--- src/rtl/sr_bank_driver.sv ---
// rtl/sr_bank_driver.sv - write side of an SR flip-flop bank with readback verify and retry
//
// Turns a requested bank value into per-bit set/reset pulses, waits a cycle
// for the bank to settle, compares the Q readback against the target and
// re-drives only the still-differing bits until they match or the retry
// budget runs out.
//
// Ports:
//   clk        sole clock, all state changes on its rising edge
//   rst        synchronous active-high reset
//   tgt_data   requested Q value for the bank
//   tgt_valid  tgt_data is valid
//   tgt_ready  block can accept a target this cycle (IDLE only)
//   q_fb       live Q readback from the bank
//   S          per-bit set request (only non-zero in DRIVE)
//   R          per-bit reset request (only non-zero in DRIVE)
//   done       one-cycle pulse, bank verified equal to target
//   err        one-cycle pulse, bank still mismatched after all retries

module sr_bank_driver #(
    parameter int WIDTH     = 8,
    parameter int MAX_RETRY = 3
) (
    input  logic             clk,
    input  logic             rst,
    input  logic [WIDTH-1:0] tgt_data,
    input  logic             tgt_valid,
    output logic             tgt_ready,
    input  logic [WIDTH-1:0] q_fb,
    output logic [WIDTH-1:0] S,
    output logic [WIDTH-1:0] R,
    output logic             done,
    output logic             err
);

    // Counter holds 0..MAX_RETRY; a zero-retry build still needs one bit.
    localparam int RW = ($clog2(MAX_RETRY + 1) > 0) ? $clog2(MAX_RETRY + 1) : 1;
    localparam logic [RW-1:0] RETRY_LAST = RW'(MAX_RETRY);

    typedef enum logic [1:0] {
        IDLE   = 2'd0,
        DRIVE  = 2'd1,
        SETTLE = 2'd2,
        CHECK  = 2'd3
    } state_t;

    state_t           r_state;
    logic [WIDTH-1:0] r_tgt;
    logic [RW-1:0]    r_retry;
    logic             r_done;
    logic             r_err;

    logic             w_drive;
    logic             w_match;

    assign w_drive = (r_state == DRIVE);
    assign w_match = (q_fb == r_tgt);

    // S and R come from disjoint terms (tgt & ~q versus ~tgt & q), so they
    // can never overlap whatever the state, tgt_reg or q_fb values are.
    assign S = w_drive ? (r_tgt & ~q_fb) : '0;
    assign R = w_drive ? (~r_tgt & q_fb) : '0;

    assign tgt_ready = (r_state == IDLE);
    assign done      = r_done;
    assign err       = r_err;

    always_ff @(posedge clk) begin
        if (rst) begin
            r_state <= IDLE;
            r_tgt   <= '0;
            r_retry <= '0;
            r_done  <= 1'b0;
            r_err   <= 1'b0;
        end else begin
            r_done <= 1'b0;
            r_err  <= 1'b0;
            case (r_state)
                IDLE: begin
                    // Also taken in the cycle done/err is high, which gives
                    // back-to-back operation without a bubble.
                    if (tgt_valid) begin
                        r_tgt   <= tgt_data;
                        r_retry <= '0;
                        r_state <= DRIVE;
                    end
                end
                DRIVE: begin
                    r_state <= SETTLE;
                end
                SETTLE: begin
                    r_state <= CHECK;
                end
                CHECK: begin
                    if (w_match) begin
                        r_done  <= 1'b1;
                        r_state <= IDLE;
                    end else if (r_retry < RETRY_LAST) begin
                        r_retry <= r_retry + 1'b1;
                        r_state <= DRIVE;
                    end else begin
                        r_err   <= 1'b1;
                        r_state <= IDLE;
                    end
                end
                default: begin
                    r_state <= IDLE;
                end
            endcase
        end
    end

endmodule

--- config.mk ---
export PLATFORM = sky130hd
export DESIGN_NAME = sr_bank_driver
export DESIGN_NICKNAME = d
export VERILOG_FILES = /design/src/rtl/sr_bank_driver.sv
export SDC_FILE = /design/constraint.sdc
export NUM_CORES = 1
export LEC_CHECK = 0
export CAP_MARGIN = 0
export CORE_ASPECT_RATIO = 0.6
export CORE_UTILIZATION = 43
export DETAILED_ROUTE_END_ITERATION = 12
export GPL_ROUTABILITY_DRIVEN = 0
export PLACE_DENSITY = 0.76
export SLEW_MARGIN = 20
export SYNTH_ARGS = -nofsm -noshare
export SYNTH_HDL_FRONTEND = slang
export SYNTH_SLANG_ARGS = --single-unit
--- constraint.sdc ---
create_clock -name clk -period 2.4 [get_ports clk]
set_clock_uncertainty 0.2 [all_clocks]
set_input_delay 0.24 -clock clk [delete_from_list [all_inputs] [get_ports clk]]
set_output_delay 0.24 -clock clk [all_outputs]
set_load 0.02 [all_outputs]
-- Word-level counts from Yosys, hierarchy flattened
Cells that the tools add are included.
- output and inout port bits: 19
- register bits: 14
- input bits: 19
- eq/ne operators: 7
- reductions and logical operators: 6
- $add $sub $neg: 1
- mux-type cells: 12
- bitwise gates (word level): 5
- $lt $le $gt $ge: 1
- operators with widths (operator ; count):
    8-bit AND ; 2
    8-bit two-way mux ; 2
    8-bit inverter ; 2
    8-bit equality test ; 1
    2-bit two-way mux ; 4
    2-bit one-hot mux with 4 select lines ; 1
    2-bit inequality test (second input constant) ; 3
    2-bit equality test (second input constant) ; 2
    1-bit two-way mux ; 4
    2-bit one-hot mux with 2 select lines ; 1
    4-bit AND reduction ; 1
    3-bit OR reduction ; 1
    2-bit by 1-bit adder with 2-bit output (second input constant) ; 1
    2-bit by 1-bit equality test with 1-bit output (second input constant) ; 1
    2-bit logical NOT ; 1
    2-bit < comparator (second input constant) ; 1
    2-bit AND reduction ; 1
    2-bit nonzero test ; 1
    2-bit OR reduction ; 1
    1-bit inverter ; 1

-- Logic depth before layout (Yosys ltp)
Gate-level depths: netlist (run 1).
- depth after elaboration: 4
- mapped depth: 7
- mapped depth without buffers: 6

-- Worst setup path before layout (run 1)
No wires, ideal clock.
- kind: reg2reg
- start point: register r_state[0]
- end point: register r_retry[0]
- buffers on the path: 0
- setup slack: 0.688 ns
- setup time: 0.074 ns
- arrival time: 1.438 ns
- stages on the path, launching flop included: 6
- cells stage by stage: dfxtp_1 inv_1 ha_1 nand2b_1 or4b_1 a31oi_1
- longest elaborated chain between the ends: 3
- ends and longest elaborated chain (what ; RTL line ; text):
    from (decl) ; 47 ; state_t r_state;
    from (signal assigned) ; 70 ; r_state <= IDLE;
    from (signal assigned) ; 85 ; r_state <= DRIVE;
    from (signal assigned) ; 89 ; r_state <= SETTLE;
    2-bit logical NOT (*) ; -- ;
    via tgt_ready ; 28 ; output logic tgt_ready,
    2-bit inequality test (no line) or 2-bit nonzero test (tied branches) ; -- ;
    4-bit AND reduction (no line) ; -- ;
    to (signal assigned) ; 99 ; r_retry <= r_retry + 1'b1;
    to (decl) ; 49 ; logic [RW-1:0] r_retry;
The timed path passes the listed nets; every way through them passes the cells marked *.
A chain may end at the register's enable or synchronous reset.

-- Final worst setup path (run 1)
- start point: register r_state[1]
- end point: output port R[5]
- longest elaborated chain between the ends: 2
- ends and longest elaborated chain (what ; RTL line ; text):
    2-bit by 1-bit equality test with 1-bit output ; 56 ; assign w_drive = (r_state == DRIVE);
    8-bit two-way mux ; 62 ; assign R = w_drive ? (~r_tgt & q_fb) : '0;
    to (decl) ; 31 ; output logic [WIDTH-1:0] R,
No other way between the ends.

==> report_table.html, run 1 <==
<table>
<tr><th>Metric</th><th>Value</th></tr>
<tr><th colspan="2">Drt</th></tr>
<tr><td>Antenna-violating nets left</td><td>0</td></tr>
<tr><td>Total vias in the final route</td><td>893</td></tr>
<tr><td>Mean routed wirelength per cell</td><td>11.7 um</td></tr>
<tr><td>Number of design-rule violations left by the first detailed-router iteration</td><td>16</td></tr>
<tr><td>Total detailed-routing wirelength</td><td>2.18 mm</td></tr>
<tr><td>DRC violation count after routing</td><td>0</td></tr>
<tr><td>Routed vias/inst</td><td>4.78</td></tr>
<tr><td>First-pass iteration count of the detailed router</td><td>4</td></tr>
<tr><th colspan="2">Pwr</th></tr>
<tr><td>Sequential Power Share</td><td>31.7%</td></tr>
<tr><td>Leakage Power</td><td>0.638 nW</td></tr>
<tr><td>Clock network fraction of total power</td><td>25.4%</td></tr>
<tr><td>Power spent charging and discharging nets</td><td>0.341 mW</td></tr>
<tr><td>Power density over the cells</td><td>650 nW/um^2</td></tr>
<tr><td>Power share of the combinational group</td><td>42.9%</td></tr>
<tr><td>Peak supply drop</td><td>0.449 mV</td></tr>
<tr><td>Switching share of power</td><td>36.6%</td></tr>
<tr><td>Total power</td><td>0.932 mW</td></tr>
<tr><td>Internal power summed over all cells</td><td>0.591 mW</td></tr>
<tr><th colspan="2">Worst setup path</th></tr>
<tr><td>RR Endpoint</td><td>r_retry[0]</td></tr>
<tr><td>Arrival time at the worst endpoint</td><td>1.80 ns</td></tr>
<tr><td>Nature of the critical path startpoint</td><td>flip-flop</td></tr>
<tr><td>Required arrival time at the worst endpoint</td><td>1.96 ns</td></tr>
<tr><td>Type of the setup path with the least slack</td><td>flip-flop to output pin</td></tr>
<tr><td>Endpoint type of the worst setup path</td><td>output pin</td></tr>
<tr><td>Worst r2r src</td><td>r_tgt[0]</td></tr>
<tr><td>Max FO, Critical Path</td><td>16</td></tr>
<tr><td>Setup slack of the worst register-to-register path</td><td>0.61 ns</td></tr>
<tr><td>Worst Reg2Reg Path Length in Cells</td><td>5</td></tr>
<tr><th colspan="2">Synth</th></tr>
<tr><td>Total nets after synthesis</td><td>160</td></tr>
<tr><td>Gate Count Post-Synth</td><td>121</td></tr>
<tr><td>Fraction of registers with async set or reset after synthesis</td><td>0%</td></tr>
<tr><td>Average instance area after synthesis</td><td>8.12 um^2</td></tr>
<tr><td>Area fraction in compound gates after synthesis</td><td>9.30%</td></tr>
<tr><td>Main area contributors after synthesis</td><td>dfxtp_1, ha_1, and2_1, inv_1, nand2_1</td></tr>
<tr><td>Netlist cell types</td><td>23</td></tr>
<tr><td>Count leader, synth</td><td>ha_1</td></tr>
<tr><td>Number of flops mapped to enable cells by yosys</td><td>0</td></tr>
<tr><td>Simple-gate area share of the yosys netlist</td><td>26.8%</td></tr>
<tr><td>Ys Warns</td><td>0</td></tr>
<tr><td>Biggest area consumer among synthesized cells</td><td>dfxtp_1</td></tr>
<tr><td>Share of synthesized area spent on multiplexers</td><td>1.02%</td></tr>
<tr><td>Fraction of the yosys area taken by sequential cells</td><td>28.5%</td></tr>
<tr><td>Xor-xnor portion of the synthesized cell area</td><td>0%</td></tr>
<tr><td>Post-synthesis register bit count</td><td>14</td></tr>
<tr><td>Cell area after technology mapping</td><td>982 um^2</td></tr>
<tr><td>Top-area cell type share of the netlist area</td><td>28.5%</td></tr>
<tr><td>Arithmetic-cell share of the synthesized area counting full adders, half adders and majority gates</td><td>25.5%</td></tr>
<tr><td>Dominant register cell in the synthesized netlist</td><td>dfxtp_1</td></tr>
<tr><td>List of most frequent post-synthesis cells</td><td>ha_1, inv_1, nand2_1</td></tr>
<tr><td>Dominant combinational cell family by area after synthesis</td><td>simple AND/OR/NAND/NOR gates</td></tr>
<tr><th colspan="2">Global route</th></tr>
<tr><td>Pin count of the biggest net entering global routing</td><td>17</td></tr>
<tr><td>Vias in the first global route</td><td>807</td></tr>
<tr><td>Wire length of the first global-routing pass</td><td>3.46 mm</td></tr>
<tr><td>Total congestion overflow after global routing</td><td>0</td></tr>
<tr><td>Antenna violations before repair</td><td>0</td></tr>
<tr><td>Global-route total usage across every layer</td><td>19.1%</td></tr>
<tr><th colspan="2">Placement</th></tr>
<tr><td>Buffers added on ports</td><td>37</td></tr>
<tr><td>Post-Place Cell Area</td><td>1380 um^2</td></tr>
<tr><td>Placed wire-length estimate</td><td>1.71 mm</td></tr>
<tr><th colspan="2">Clocking</th></tr>
<tr><td>Buffers from clock root to sink, at most</td><td>2</td></tr>
<tr><td>Cts-stage hold buffer count</td><td>0</td></tr>
<tr><td>Number of buffers added by the clock tree synthesis step</td><td>3</td></tr>
<tr><td>H-tree depth</td><td>1</td></tr>
<tr><td>Number of gates resized after CTS</td><td>0</td></tr>
<tr><td>Clock network latency to the later pin of the worst-skew pair</td><td>0.25 ns</td></tr>
<tr><td>Number of sinks handled by clock tree synthesis</td><td>14</td></tr>
<tr><td>Buffer cell driving the clock tree root</td><td>clkbuf_8</td></tr>
<tr><td>Clock tree from TritonCTS</td><td>done</td></tr>
<tr><td>Clock-pin slew of the registers on the worst-case setup and hold paths</td><td>0.06 ns</td></tr>
<tr><td>Post-CTS setup buffer count</td><td>0</td></tr>
<tr><th colspan="2">Timing</th></tr>
<tr><td>Final setup TNS</td><td>0 ns</td></tr>
<tr><td>Hold Slack</td><td>0.278 ns</td></tr>
<tr><td>Setup Viol. Count Final</td><td>0</td></tr>
<tr><td>Fmax</td><td>0.447 GHz</td></tr>
<tr><td>Worst slew pin tran</td><td>0.544 ns</td></tr>
<tr><td>Final number of max-transition violations</td><td>0</td></tr>
<tr><td>Setup repair after global routing missed its margin</td><td>no</td></tr>
<tr><td>Worst max-slew margin expressed relative to the limit</td><td>63.6%</td></tr>
<tr><td>Final period utilization</td><td>93.3%</td></tr>
<tr><td>Fin crit period</td><td>2.24 ns</td></tr>
<tr><td>Final hold viol count</td><td>0</td></tr>
<tr><th colspan="2">Layout</th></tr>
<tr><td>Ratio of cells with drive above 1 in the final layout</td><td>5.66%</td></tr>
<tr><td>Storage cell area</td><td>280 um^2</td></tr>
<tr><td>Layout Nets</td><td>199</td></tr>
<tr><td>ANT cells</td><td>0</td></tr>
<tr><td>Fillers</td><td>169</td></tr>
<tr><td>Layout Area Growth over Synthesis</td><td>45.9%</td></tr>
<tr><td>Area of the multi-input gates</td><td>617 um^2</td></tr>
<tr><td>Final core utilization</td><td>71.7%</td></tr>
<tr><td>Non-Filler Cell Area, Final</td><td>1430 um^2</td></tr>
<tr><th colspan="2">Hold path</th></tr>
<tr><td>Path class of the lowest-slack min-delay path</td><td>flip-flop to flip-flop</td></tr>
<tr><td>Number of stages on the worst hold path</td><td>2</td></tr>
<tr><td>Capture endpoint of the worst hold path</td><td>r_tgt[4]</td></tr>
<tr><td>Source of the worst hold timing path</td><td>r_tgt[4]</td></tr>
<tr><th colspan="2">Job</th></tr>
<tr><td>Number of max-cap violations</td><td>0</td></tr>
<tr><th colspan="2">Die</th></tr>
<tr><td>Starting Density</td><td>49.2%</td></tr>
<tr><td>Core outline area</td><td>2000 um^2</td></tr>
<tr><td>I/O pins</td><td>38</td></tr>
<tr><td>Std cell rows</td><td>12</td></tr>
<tr><td>Area of the die</td><td>2490 um^2</td></tr>
<tr><td>Die H</td><td>39.0 um</td></tr>
<tr><td>Die Width</td><td>63.7 um</td></tr>
<tr><th colspan="2">Run status</th></tr>
<tr><td>Result of the run</td><td>completed</td></tr>
</table>
layer usage:
| layer | share of wire, % | wire (um) | vias up | GRT usage [%] |
|---|---|---|---|---|
| met5 | 0 | 0 | - | 0 |
| met4 | 0.92 | 20 | 0 | 5.11 |
| met3 | 6.1 | 133 | 3 | 6.18 |
| met2 | 46 | 1000 | 27 | 35.4 |
| met1 | 47 | 1020 | 399 | 21.8 |
| li1 | - | - | 464 | - |
layout by cell type, fill, tap and decap left out, drive strengths merged, types with 2 or more instances in the layout:
master,netlist,final
a21oi,10,10
a31oi,2,2
and2,17,17
clkbuf,1,4
clkdlybuf4s50,0,37
dfxtp,14,14
ha,20,20
inv,20,20
nand2,19,19
nand3,3,3
nand4,2,2
nor2,2,2
how the worst max path moves through the flow:
stage | from | to | slack, ns | cells past startpoint
2_1_floorplan | r_state[0] | r_retry[0] | 0.69 | 5
3_3_place_gp | q_fb[0] | r_retry[0] | 0.19 | 7
3_5_place_dp | q_fb[0] | r_retry[0] | 0.14 | 7
4_1_cts | r_state[1] | R[5] | 0.05 | 4
5_1_grt | r_state[1] | R[5] | 0.05 | 4
6_report | r_state[1] | R[5] | 0.16 | 4
layout make-up:
class	instances	share of cell area, %
clock buffers	4	3.84
multi-input cells	84	43.1
well taps	28	2.45
flip-flops and latches	14	19.6
inverters	20	5.24
repair buffers	37	25.9
critical path, stage by stage (launching register included):
cell	delay [ns]
dfxtp_1	0.34
inv_1	0.10
ha_2	0.31
and2_1	0.18
clkdlybuf4s50_1	0.61
cell families (layout without fill, tap and decap cells):
group / count (synthesis) / in the layout
mux: 1 / 1
flops: 14 / 14
compound gates: 15 / 15
simple gates: 48 / 48
fa+ha+maj: 20 / 20
buf+inv: 23 / 61
state kept, by name, summed over array words and instances, names as in the netlist:
signal and cells:
done 1, err 1, r_retry 2, r_state 2, r_tgt 8
through the flow:
step	setup WS, ns	cells
CTS	0.0518	187
finish	0.162	187
global placement	0.189	183
global route	0.0549	187
detailed placement	0.142	183
floorplan	0.688	121
power by group through the flow:
stage	combinational, mW	sequential [mW]	clock (mW)
2_1_floorplan	0.250	0.292	0
3_3_place_gp	0.388	0.298	0
3_5_place_dp	0.396	0.299	0
4_1_cts	0.399	0.294	0.246
5_1_grt	0.438	0.301	0.258
6_report	0.400	0.295	0.237
No activity file was read; power rests on OpenSTA's default activity.
==> run 2, diff against run 1 <==
--- a/config.mk
+++ b/config.mk
@@ -10,7 +10,7 @@
 export CORE_UTILIZATION = 43
 export DETAILED_ROUTE_END_ITERATION = 12
 export GPL_ROUTABILITY_DRIVEN = 0
-export PLACE_DENSITY = 0.76
+export PLACE_DENSITY = 0.8
 export SLEW_MARGIN = 20
 export SYNTH_ARGS = -nofsm -noshare
 export SYNTH_HDL_FRONTEND = slang
==> run 2 against run 1 <==
- cell count stayed put
- clock-buffer cell count unchanged
- first-iteration DRC count is 19% lower
- utilization stayed put
- register-to-register slack got worse by 0.06 ns
- setup slack better by 0.027 ns
- sequential share of layout area unchanged
- critical path depth unchanged
- sequential power is essentially flat
- via count shrank 0.45%
- final area is the same
- non-clock buffer count stayed put
- critical path type unchanged
- critical endpoint is now S[3]
- largest cell class unchanged
==> report_table.html, run 2 (synthesis results as in run 1) <==
<table>
<tr><th>Metric</th><th>Value</th></tr>
<tr><th colspan="2">Drt</th></tr>
<tr><td>First-pass iteration count of the detailed router</td><td>4 (unchanged)</td></tr>
<tr><td>DRC violation count after routing</td><td>0 (unchanged)</td></tr>
<tr><td>Antenna-violating nets left</td><td>0 (unchanged)</td></tr>
<tr><td>Total detailed-routing wirelength</td><td>2.16 mm (-0.83%)</td></tr>
<tr><td>Number of design-rule violations left by the first detailed-router iteration</td><td>13 (-3)</td></tr>
<tr><td>Routed vias/inst</td><td>4.75 (-0.45%)</td></tr>
<tr><td>Total vias in the final route</td><td>889 (-0.45%)</td></tr>
<tr><td>Mean routed wirelength per cell</td><td>11.6 um (-0.83%)</td></tr>
<tr><th colspan="2">Worst setup path</th></tr>
<tr><td>Max FO, Critical Path</td><td>16 (unchanged)</td></tr>
<tr><td>Type of the setup path with the least slack</td><td>flip-flop to output pin</td></tr>
<tr><td>Arrival time at the worst endpoint</td><td>1.77 ns (-0.03 ns)</td></tr>
<tr><td>Ordered list of cells on the worst path</td><td>inv_1 &gt; ha_2 &gt; and2_1 &gt; clkdlybuf4s50_1</td></tr>
<tr><td>Endpoint type of the worst setup path</td><td>output pin</td></tr>
<tr><td>Standard cell with the maximum stage delay on the critical path</td><td>clkdlybuf4s50_1</td></tr>
<tr><td>Largest delay contributor family on the critical path</td><td>buffers and inverters</td></tr>
<tr><td>Nature of the critical path startpoint</td><td>flip-flop</td></tr>
<tr><td>Worst Path Buf+Inv</td><td>2 (unchanged)</td></tr>
<tr><td>Required arrival time at the worst endpoint</td><td>1.96 ns (about the same)</td></tr>
<tr><td>Delay of the slowest cell on the worst path</td><td>0.61 ns (about the same)</td></tr>
<tr><td>Worst Reg2Reg Path Length in Cells</td><td>5 (unchanged)</td></tr>
<tr><td>Worst path depth</td><td>4 (unchanged)</td></tr>
<tr><th colspan="2">Timing</th></tr>
<tr><td>Fin crit period</td><td>2.21 ns (-0.0268 ns)</td></tr>
<tr><td>Final period utilization</td><td>92.1% (-1.1 points)</td></tr>
<tr><td>Final number of max-transition violations</td><td>0 (unchanged)</td></tr>
<tr><td>Hold Slack</td><td>0.278 ns (-0.000379 ns)</td></tr>
<tr><td>Final hold viol count</td><td>0 (unchanged)</td></tr>
<tr><td>Final critical-path setup slack</td><td>0.189 ns (+0.0268 ns)</td></tr>
<tr><td>Fmax</td><td>0.452 GHz (+1.2%)</td></tr>
<tr><td>Worst max-slew margin expressed relative to the limit</td><td>64.5% (+0.91 points)</td></tr>
<tr><td>Worst slew pin tran</td><td>0.531 ns (-0.0136 ns)</td></tr>
<tr><td>Setup Viol. Count Final</td><td>0 (unchanged)</td></tr>
<tr><td>Setup repair after global routing missed its margin</td><td>no</td></tr>
<tr><td>Final setup TNS</td><td>0 ns (unchanged)</td></tr>
<tr><th colspan="2">Hold path</th></tr>
<tr><td>Path class of the lowest-slack min-delay path</td><td>flip-flop to flip-flop</td></tr>
<tr><td>Number of stages on the worst hold path</td><td>2 (unchanged)</td></tr>
<tr><th colspan="2">Clocking</th></tr>
<tr><td>Buffers from clock root to sink, at most</td><td>2 (unchanged)</td></tr>
<tr><td>Number of buffers added by the clock tree synthesis step</td><td>3 (unchanged)</td></tr>
<tr><td>Buffer cell driving the clock tree root</td><td>clkbuf_8</td></tr>
<tr><td>Number of sinks handled by clock tree synthesis</td><td>14 (unchanged)</td></tr>
<tr><td>Clock network latency to the later pin of the worst-skew pair</td><td>0.25 ns (about the same)</td></tr>
<tr><td>Clock-pin slew of the registers on the worst-case setup and hold paths</td><td>0.06 ns (about the same)</td></tr>
<tr><td>Clock tree from TritonCTS</td><td>done</td></tr>
<tr><td>Post-CTS setup buffer count</td><td>0 (unchanged)</td></tr>
<tr><td>H-tree depth</td><td>1 (unchanged)</td></tr>
<tr><th colspan="2">Layout</th></tr>
<tr><td>Most used cells in the layout excluding fill and tap cells</td><td>clkdlybuf4s50_1, inv_1, nand2_1, ha_1, and2_1</td></tr>
<tr><td>Layout Area Growth over Synthesis</td><td>45.9% (unchanged)</td></tr>
<tr><td>Fillers</td><td>163 (-3.6%)</td></tr>
<tr><td>Most common library cell in the layout ignoring fill and taps</td><td>clkdlybuf4s50_1</td></tr>
<tr><td>Number of flip-flops in the largest register</td><td>8 (unchanged)</td></tr>
<tr><td>Ratio of cells with drive above 1 in the final layout</td><td>5.66% (unchanged)</td></tr>
<tr><td>Most flop-heavy register</td><td>r_tgt</td></tr>
<tr><td>ANT cells</td><td>0 (unchanged)</td></tr>
<tr><td>Layout Nets</td><td>199 (unchanged)</td></tr>
<tr><td>Largest registers</td><td>r_tgt: 8 flops, r_retry: 2 flops, r_state: 2 flops</td></tr>
<tr><th colspan="2">Die</th></tr>
<tr><td>Core outline area</td><td>2000 um^2 (unchanged)</td></tr>
<tr><td>Starting Density</td><td>49.2% (unchanged)</td></tr>
<tr><td>Area of the die</td><td>2490 um^2 (unchanged)</td></tr>
<tr><td>Die Width</td><td>63.7 um (unchanged)</td></tr>
<tr><td>I/O pins</td><td>38 (unchanged)</td></tr>
<tr><td>Std cell rows</td><td>12 (unchanged)</td></tr>
<tr><td>Die H</td><td>39.0 um (unchanged)</td></tr>
<tr><th colspan="2">Global route</th></tr>
<tr><td>Global-route total usage across every layer</td><td>19.5% (+0.41 points)</td></tr>
<tr><td>Antenna violations before repair</td><td>0 (unchanged)</td></tr>
<tr><td>Pin count of the biggest net entering global routing</td><td>17 (unchanged)</td></tr>
<tr><td>Vias in the first global route</td><td>824 (+2.1%)</td></tr>
<tr><td>Total congestion overflow after global routing</td><td>0 (unchanged)</td></tr>
<tr><td>Wire length of the first global-routing pass</td><td>3.52 mm (+1.8%)</td></tr>
<tr><th colspan="2">Job</th></tr>
<tr><td>Number of max-cap violations</td><td>0 (unchanged)</td></tr>
<tr><th colspan="2">Placement</th></tr>
<tr><td>Placed wire-length estimate</td><td>1.69 mm (-0.84%)</td></tr>
<tr><td>Post-placement setup slack</td><td>0.0971 ns (-0.0445 ns)</td></tr>
<tr><td>Buffers added on ports</td><td>37 (unchanged)</td></tr>
<tr><th colspan="2">Pwr</th></tr>
<tr><td>Leakage Power</td><td>0.638 nW (unchanged)</td></tr>
<tr><td>Total power</td><td>0.927 mW (-0.52%)</td></tr>
<tr><td>Peak supply drop</td><td>0.509 mV (+13%)</td></tr>
<tr><td>Power density over the cells</td><td>647 nW/um^2 (-0.52%)</td></tr>
<tr><th colspan="2">Run status</th></tr>
<tr><td>Result of the run</td><td>completed</td></tr>
</table>
-- run 2: cell counts in the layout (fill, tap and decap cells not counted) --
Identical to the previous run, type by type.
-- run 2: final cells by class --
cell class / count / area, um^2 / share of cell area (%)
Multi-Input combinational cell: 84 / 617 / 43.1
Clock buffer: 4 / 55.1 / 3.84
Inverter: 20 / 75.1 / 5.24
Tap cell: 28 / 35.0 / 2.45
Sequential cell: 14 / 280 / 19.6
Timing Repair Buffer: 37 / 370 / 25.9
-- run 2: timing repair --
action | in CTS | in global routing
gates resized for setup | 0 | 1
hold buffers | 0 | 0
setup endpoints to repair | 0 | 16
-- run 2: stage by stage --
| stage | util, % | instance area (um^2) | cells |
|---|---|---|---|
| after global placement | 68.9 | 1380 | 183 |
| after CTS | 71.6 | 1430 | 187 |
| final | 71.7 | 1430 | 187 |
| after floorplan | - | 982 | 121 |
| after global routing | 71.7 | 1430 | 187 |
| after detailed placement | 68.9 | 1380 | 183 |
-- run 2: power by group --
group / switching (mW) / leakage [nW] / internal, mW / total [mW]
Clock: 0.0849 / 0.0288 / 0.145 / 0.230
Sequential: 0.0305 / 0.114 / 0.266 / 0.296
Combinational: 0.219 / 0.495 / 0.181 / 0.401
-- run 2: routing by layer --
| layer | up-vias | global-route usage [%] | wire, um |
|---|---|---|---|
| met5 | - | 0 | 0 |
| met4 | 0 | 5.11 | 17 |
| met3 | 3 | 6.18 | 140 |
| met2 | 29 | 38.6 | 1030 |
| met1 | 398 | 20.8 | 971 |
| li1 | 459 | - | - |
-- run 2: final timing paths --
path	from	endpoint	slack, ns
setup / recovery	r_state[1]	S[3]	0.19
hold / removal	r_tgt[2]	r_tgt[2]	0.28
setup reg to reg	r_tgt[0]	r_retry[0]	0.55
hold reg to reg	r_tgt[2]	r_tgt[2]	0.28
-- run 2: worst reg2reg max path: cells and delay by family, from the launching register on --
family                     cells  cell delay (ns)
and+or+nand+nor                2             0.63
adders and majority gates      1             0.31
AOI/OAI and AO/OA              2             0.30
DFF                            1             0.33
==> run 3, diff against run 2 <==
--- a/config.mk
+++ b/config.mk
@@ -10,7 +10,8 @@
 export CORE_UTILIZATION = 43
 export DETAILED_ROUTE_END_ITERATION = 12
 export GPL_ROUTABILITY_DRIVEN = 0
-export PLACE_DENSITY = 0.8
+export PLACE_DENSITY = 0.86
+export SKIP_CTS_REPAIR_TIMING = 1
 export SLEW_MARGIN = 20
 export SYNTH_ARGS = -nofsm -noshare
 export SYNTH_HDL_FRONTEND = slang
==> run 3 against run 2 <==
- final area did not move
- highest routed layer unchanged
- setup slack got worse by 0.0047 ns
- sequential share of layout area did not move
- register-to-register slack improved by 0.07 ns
- hold slack got worse by 0.0014 ns
- critical endpoint unchanged
- critical path depth did not move
- cell count did not move
- critical path type unchanged
- largest power group unchanged
- first-iteration DRC count rose by 62%
==> report_table.html, run 3 (synthesis results as in run 1) <==
<table>
<tr><th>Metric</th><th>Value</th></tr>
<tr><th colspan="2">Layout</th></tr>
<tr><td>Layout Nets</td><td>199 (unchanged)</td></tr>
<tr><td>Most used cells in the layout excluding fill and tap cells</td><td>clkdlybuf4s50_1, inv_1, nand2_1, ha_1, and2_1</td></tr>
<tr><td>Largest registers</td><td>r_tgt: 8 flops, r_retry: 2 flops, r_state: 2 flops</td></tr>
<tr><td>Number of flip-flops in the largest register</td><td>8 (unchanged)</td></tr>
<tr><td>Layout Area Growth over Synthesis</td><td>45.9% (unchanged)</td></tr>
<tr><td>Most flop-heavy register</td><td>r_tgt</td></tr>
<tr><td>Non-Filler Cell Area, Final</td><td>1430 um^2 (unchanged)</td></tr>
<tr><td>Most common library cell in the layout ignoring fill and taps</td><td>clkdlybuf4s50_1</td></tr>
<tr><td>Ratio of cells with drive above 1 in the final layout</td><td>5.66% (unchanged)</td></tr>
<tr><td>ANT cells</td><td>0 (unchanged)</td></tr>
<tr><th colspan="2">Timing</th></tr>
<tr><td>Fmax</td><td>0.451 GHz (-0.21%)</td></tr>
<tr><td>Fin crit period</td><td>2.22 ns (+0.00471 ns)</td></tr>
<tr><td>Worst slew pin tran</td><td>0.495 ns (-0.0357 ns)</td></tr>
<tr><td>Final hold viol count</td><td>0 (unchanged)</td></tr>
<tr><td>Setup Viol. Count Final</td><td>0 (unchanged)</td></tr>
<tr><td>Setup repair after global routing missed its margin</td><td>no</td></tr>
<tr><td>Final period utilization</td><td>92.3% (+0.20 points)</td></tr>
<tr><td>Final setup TNS</td><td>0 ns (unchanged)</td></tr>
<tr><td>Final number of max-transition violations</td><td>0 (unchanged)</td></tr>
<tr><td>Worst max-slew margin expressed relative to the limit</td><td>66.9% (+2.4 points)</td></tr>
<tr><th colspan="2">Drt</th></tr>
<tr><td>Total detailed-routing wirelength</td><td>2.17 mm (+0.46%)</td></tr>
<tr><td>Total vias in the final route</td><td>888 (-0.11%)</td></tr>
<tr><td>First-pass iteration count of the detailed router</td><td>4 (unchanged)</td></tr>
<tr><td>DRC violation count after routing</td><td>0 (unchanged)</td></tr>
<tr><td>Mean routed wirelength per cell</td><td>11.6 um (+0.46%)</td></tr>
<tr><td>Antenna-violating nets left</td><td>0 (unchanged)</td></tr>
<tr><td>Routed vias/inst</td><td>4.75 (-0.11%)</td></tr>
<tr><td>Number of design-rule violations left by the first detailed-router iteration</td><td>21 (+8)</td></tr>
<tr><th colspan="2">Hold path</th></tr>
<tr><td>Path class of the lowest-slack min-delay path</td><td>flip-flop to flip-flop</td></tr>
<tr><th colspan="2">Global route</th></tr>
<tr><td>Global-route total usage across every layer</td><td>21.3% (+1.8 points)</td></tr>
<tr><td>Wire length of the first global-routing pass</td><td>3.82 mm (+8.6%)</td></tr>
<tr><td>Total congestion overflow after global routing</td><td>0 (unchanged)</td></tr>
<tr><td>Antenna violations before repair</td><td>0 (unchanged)</td></tr>
<tr><td>Vias in the first global route</td><td>858 (+4.1%)</td></tr>
<tr><td>Pin count of the biggest net entering global routing</td><td>17 (unchanged)</td></tr>
<tr><th colspan="2">Worst setup path</th></tr>
<tr><td>Delay of the slowest cell on the worst path</td><td>0.61 ns (about the same)</td></tr>
<tr><td>Largest delay contributor family on the critical path</td><td>buffers and inverters</td></tr>
<tr><td>Standard cell with the maximum stage delay on the critical path</td><td>clkdlybuf4s50_1</td></tr>
<tr><td>Arrival time at the worst endpoint</td><td>1.78 ns (about the same)</td></tr>
<tr><td>Nature of the critical path startpoint</td><td>flip-flop</td></tr>
<tr><td>Ordered list of cells on the worst path</td><td>inv_1 &gt; ha_2 &gt; and2_1 &gt; clkdlybuf4s50_1</td></tr>
<tr><td>Max FO, Critical Path</td><td>16 (unchanged)</td></tr>
<tr><td>Worst Path Buf+Inv</td><td>2 (unchanged)</td></tr>
<tr><td>Endpoint type of the worst setup path</td><td>output pin</td></tr>
<tr><td>Type of the setup path with the least slack</td><td>flip-flop to output pin</td></tr>
<tr><td>Setup slack of the worst register-to-register path</td><td>0.62 ns (+0.07 ns)</td></tr>
<tr><td>Required arrival time at the worst endpoint</td><td>1.96 ns (about the same)</td></tr>
<tr><th colspan="2">Clocking</th></tr>
<tr><td>Number of buffers added by the clock tree synthesis step</td><td>3 (unchanged)</td></tr>
<tr><td>Clock network latency to the later pin of the worst-skew pair</td><td>0.25 ns (about the same)</td></tr>
<tr><td>Buffer cell driving the clock tree root</td><td>clkbuf_8</td></tr>
<tr><td>H-tree depth</td><td>1 (unchanged)</td></tr>
<tr><td>Buffers from clock root to sink, at most</td><td>2 (unchanged)</td></tr>
<tr><td>Clock-pin slew of the registers on the worst-case setup and hold paths</td><td>0.06 ns (about the same)</td></tr>
<tr><td>Clock tree from TritonCTS</td><td>done</td></tr>
<tr><td>Number of sinks handled by clock tree synthesis</td><td>14 (unchanged)</td></tr>
<tr><th colspan="2">Die</th></tr>
<tr><td>Die H</td><td>39.0 um (unchanged)</td></tr>
<tr><td>I/O pins</td><td>38 (unchanged)</td></tr>
<tr><td>Die Width</td><td>63.7 um (unchanged)</td></tr>
<tr><td>Core outline area</td><td>2000 um^2 (unchanged)</td></tr>
<tr><td>Std cell rows</td><td>12 (unchanged)</td></tr>
<tr><td>Starting Density</td><td>49.2% (unchanged)</td></tr>
<tr><td>Area of the die</td><td>2490 um^2 (unchanged)</td></tr>
<tr><th colspan="2">Pwr</th></tr>
<tr><td>Leakage Power</td><td>0.638 nW (unchanged)</td></tr>
<tr><td>Power density over the cells</td><td>647 nW/um^2 (about the same)</td></tr>
<tr><td>Peak supply drop</td><td>0.624 mV (+22%)</td></tr>
<tr><th colspan="2">Placement</th></tr>
<tr><td>Placed wire-length estimate</td><td>1.70 mm (+0.78%)</td></tr>
<tr><td>Post-Place Cell Area</td><td>1380 um^2 (unchanged)</td></tr>
<tr><td>Buffers added on ports</td><td>37 (unchanged)</td></tr>
<tr><th colspan="2">Job</th></tr>
<tr><td>Number of max-cap violations</td><td>0 (unchanged)</td></tr>
<tr><th colspan="2">Run status</th></tr>
<tr><td>Result of the run</td><td>completed</td></tr>
</table>
==> run 3: cell counts in the layout (fill, tap and decap cells not counted) <==
Identical to the previous run, type by type.
==> run 3: stage by stage <==
stage	setup slack [ns]	util, %	hold slack (ns)	total power [mW]	instances
6_report	0.184	71.7	0.277	0.927	187
3_5_place_dp	0.137	68.9	0.273	0.695	183
5_1_grt	0.0727	71.7	0.291	1.00	187
4_1_cts	0.0446	71.6	0.281	0.934	187
2_1_floorplan	0.688	-	0.109	0.542	121
3_3_place_gp	0.201	68.9	0.262	0.680	183
==> run 3: worst paths after layout <==
path / start / endpoint / depth (start not counted)
max: r_state[1] / S[3] / 4
min: r_tgt[3] / r_tgt[3] / 2
max reg2reg: r_tgt[0] / r_retry[0] / 5
min reg2reg: r_tgt[3] / r_tgt[3] / 2
==> run 3: worst reg2reg max path: cells and delay by family, from the launching register on <==
family                     cells  cell delay, ns
AOI/OAI and AO/OA              2            0.28
adders and majority gates      1            0.29
DFF                            1            0.32
and+or+nand+nor                2            0.61
==> run 3: area by class of cell <==
class	instances	area, um^2
repair buffers	37	370
flip-flops and latches	14	280
multi-input cells	84	617
clock buffers	4	55.1
fillers	155	564
inverters	20	75.1
well taps	28	35.0
==> run 3: routing by layer <==
metal	GRT usage, %	wire (um)
met5	0	0
met3	6.18	122
met2	39.1	1050
met4	7.95	25
met1	24.3	972
==> run 3: power by group <==
group | switching, mW | total, mW | internal, mW
registers | 0.0288 | 0.294 | 0.266
clock network | 0.0877 | 0.233 | 0.146
logic | 0.218 | 0.399 | 0.181
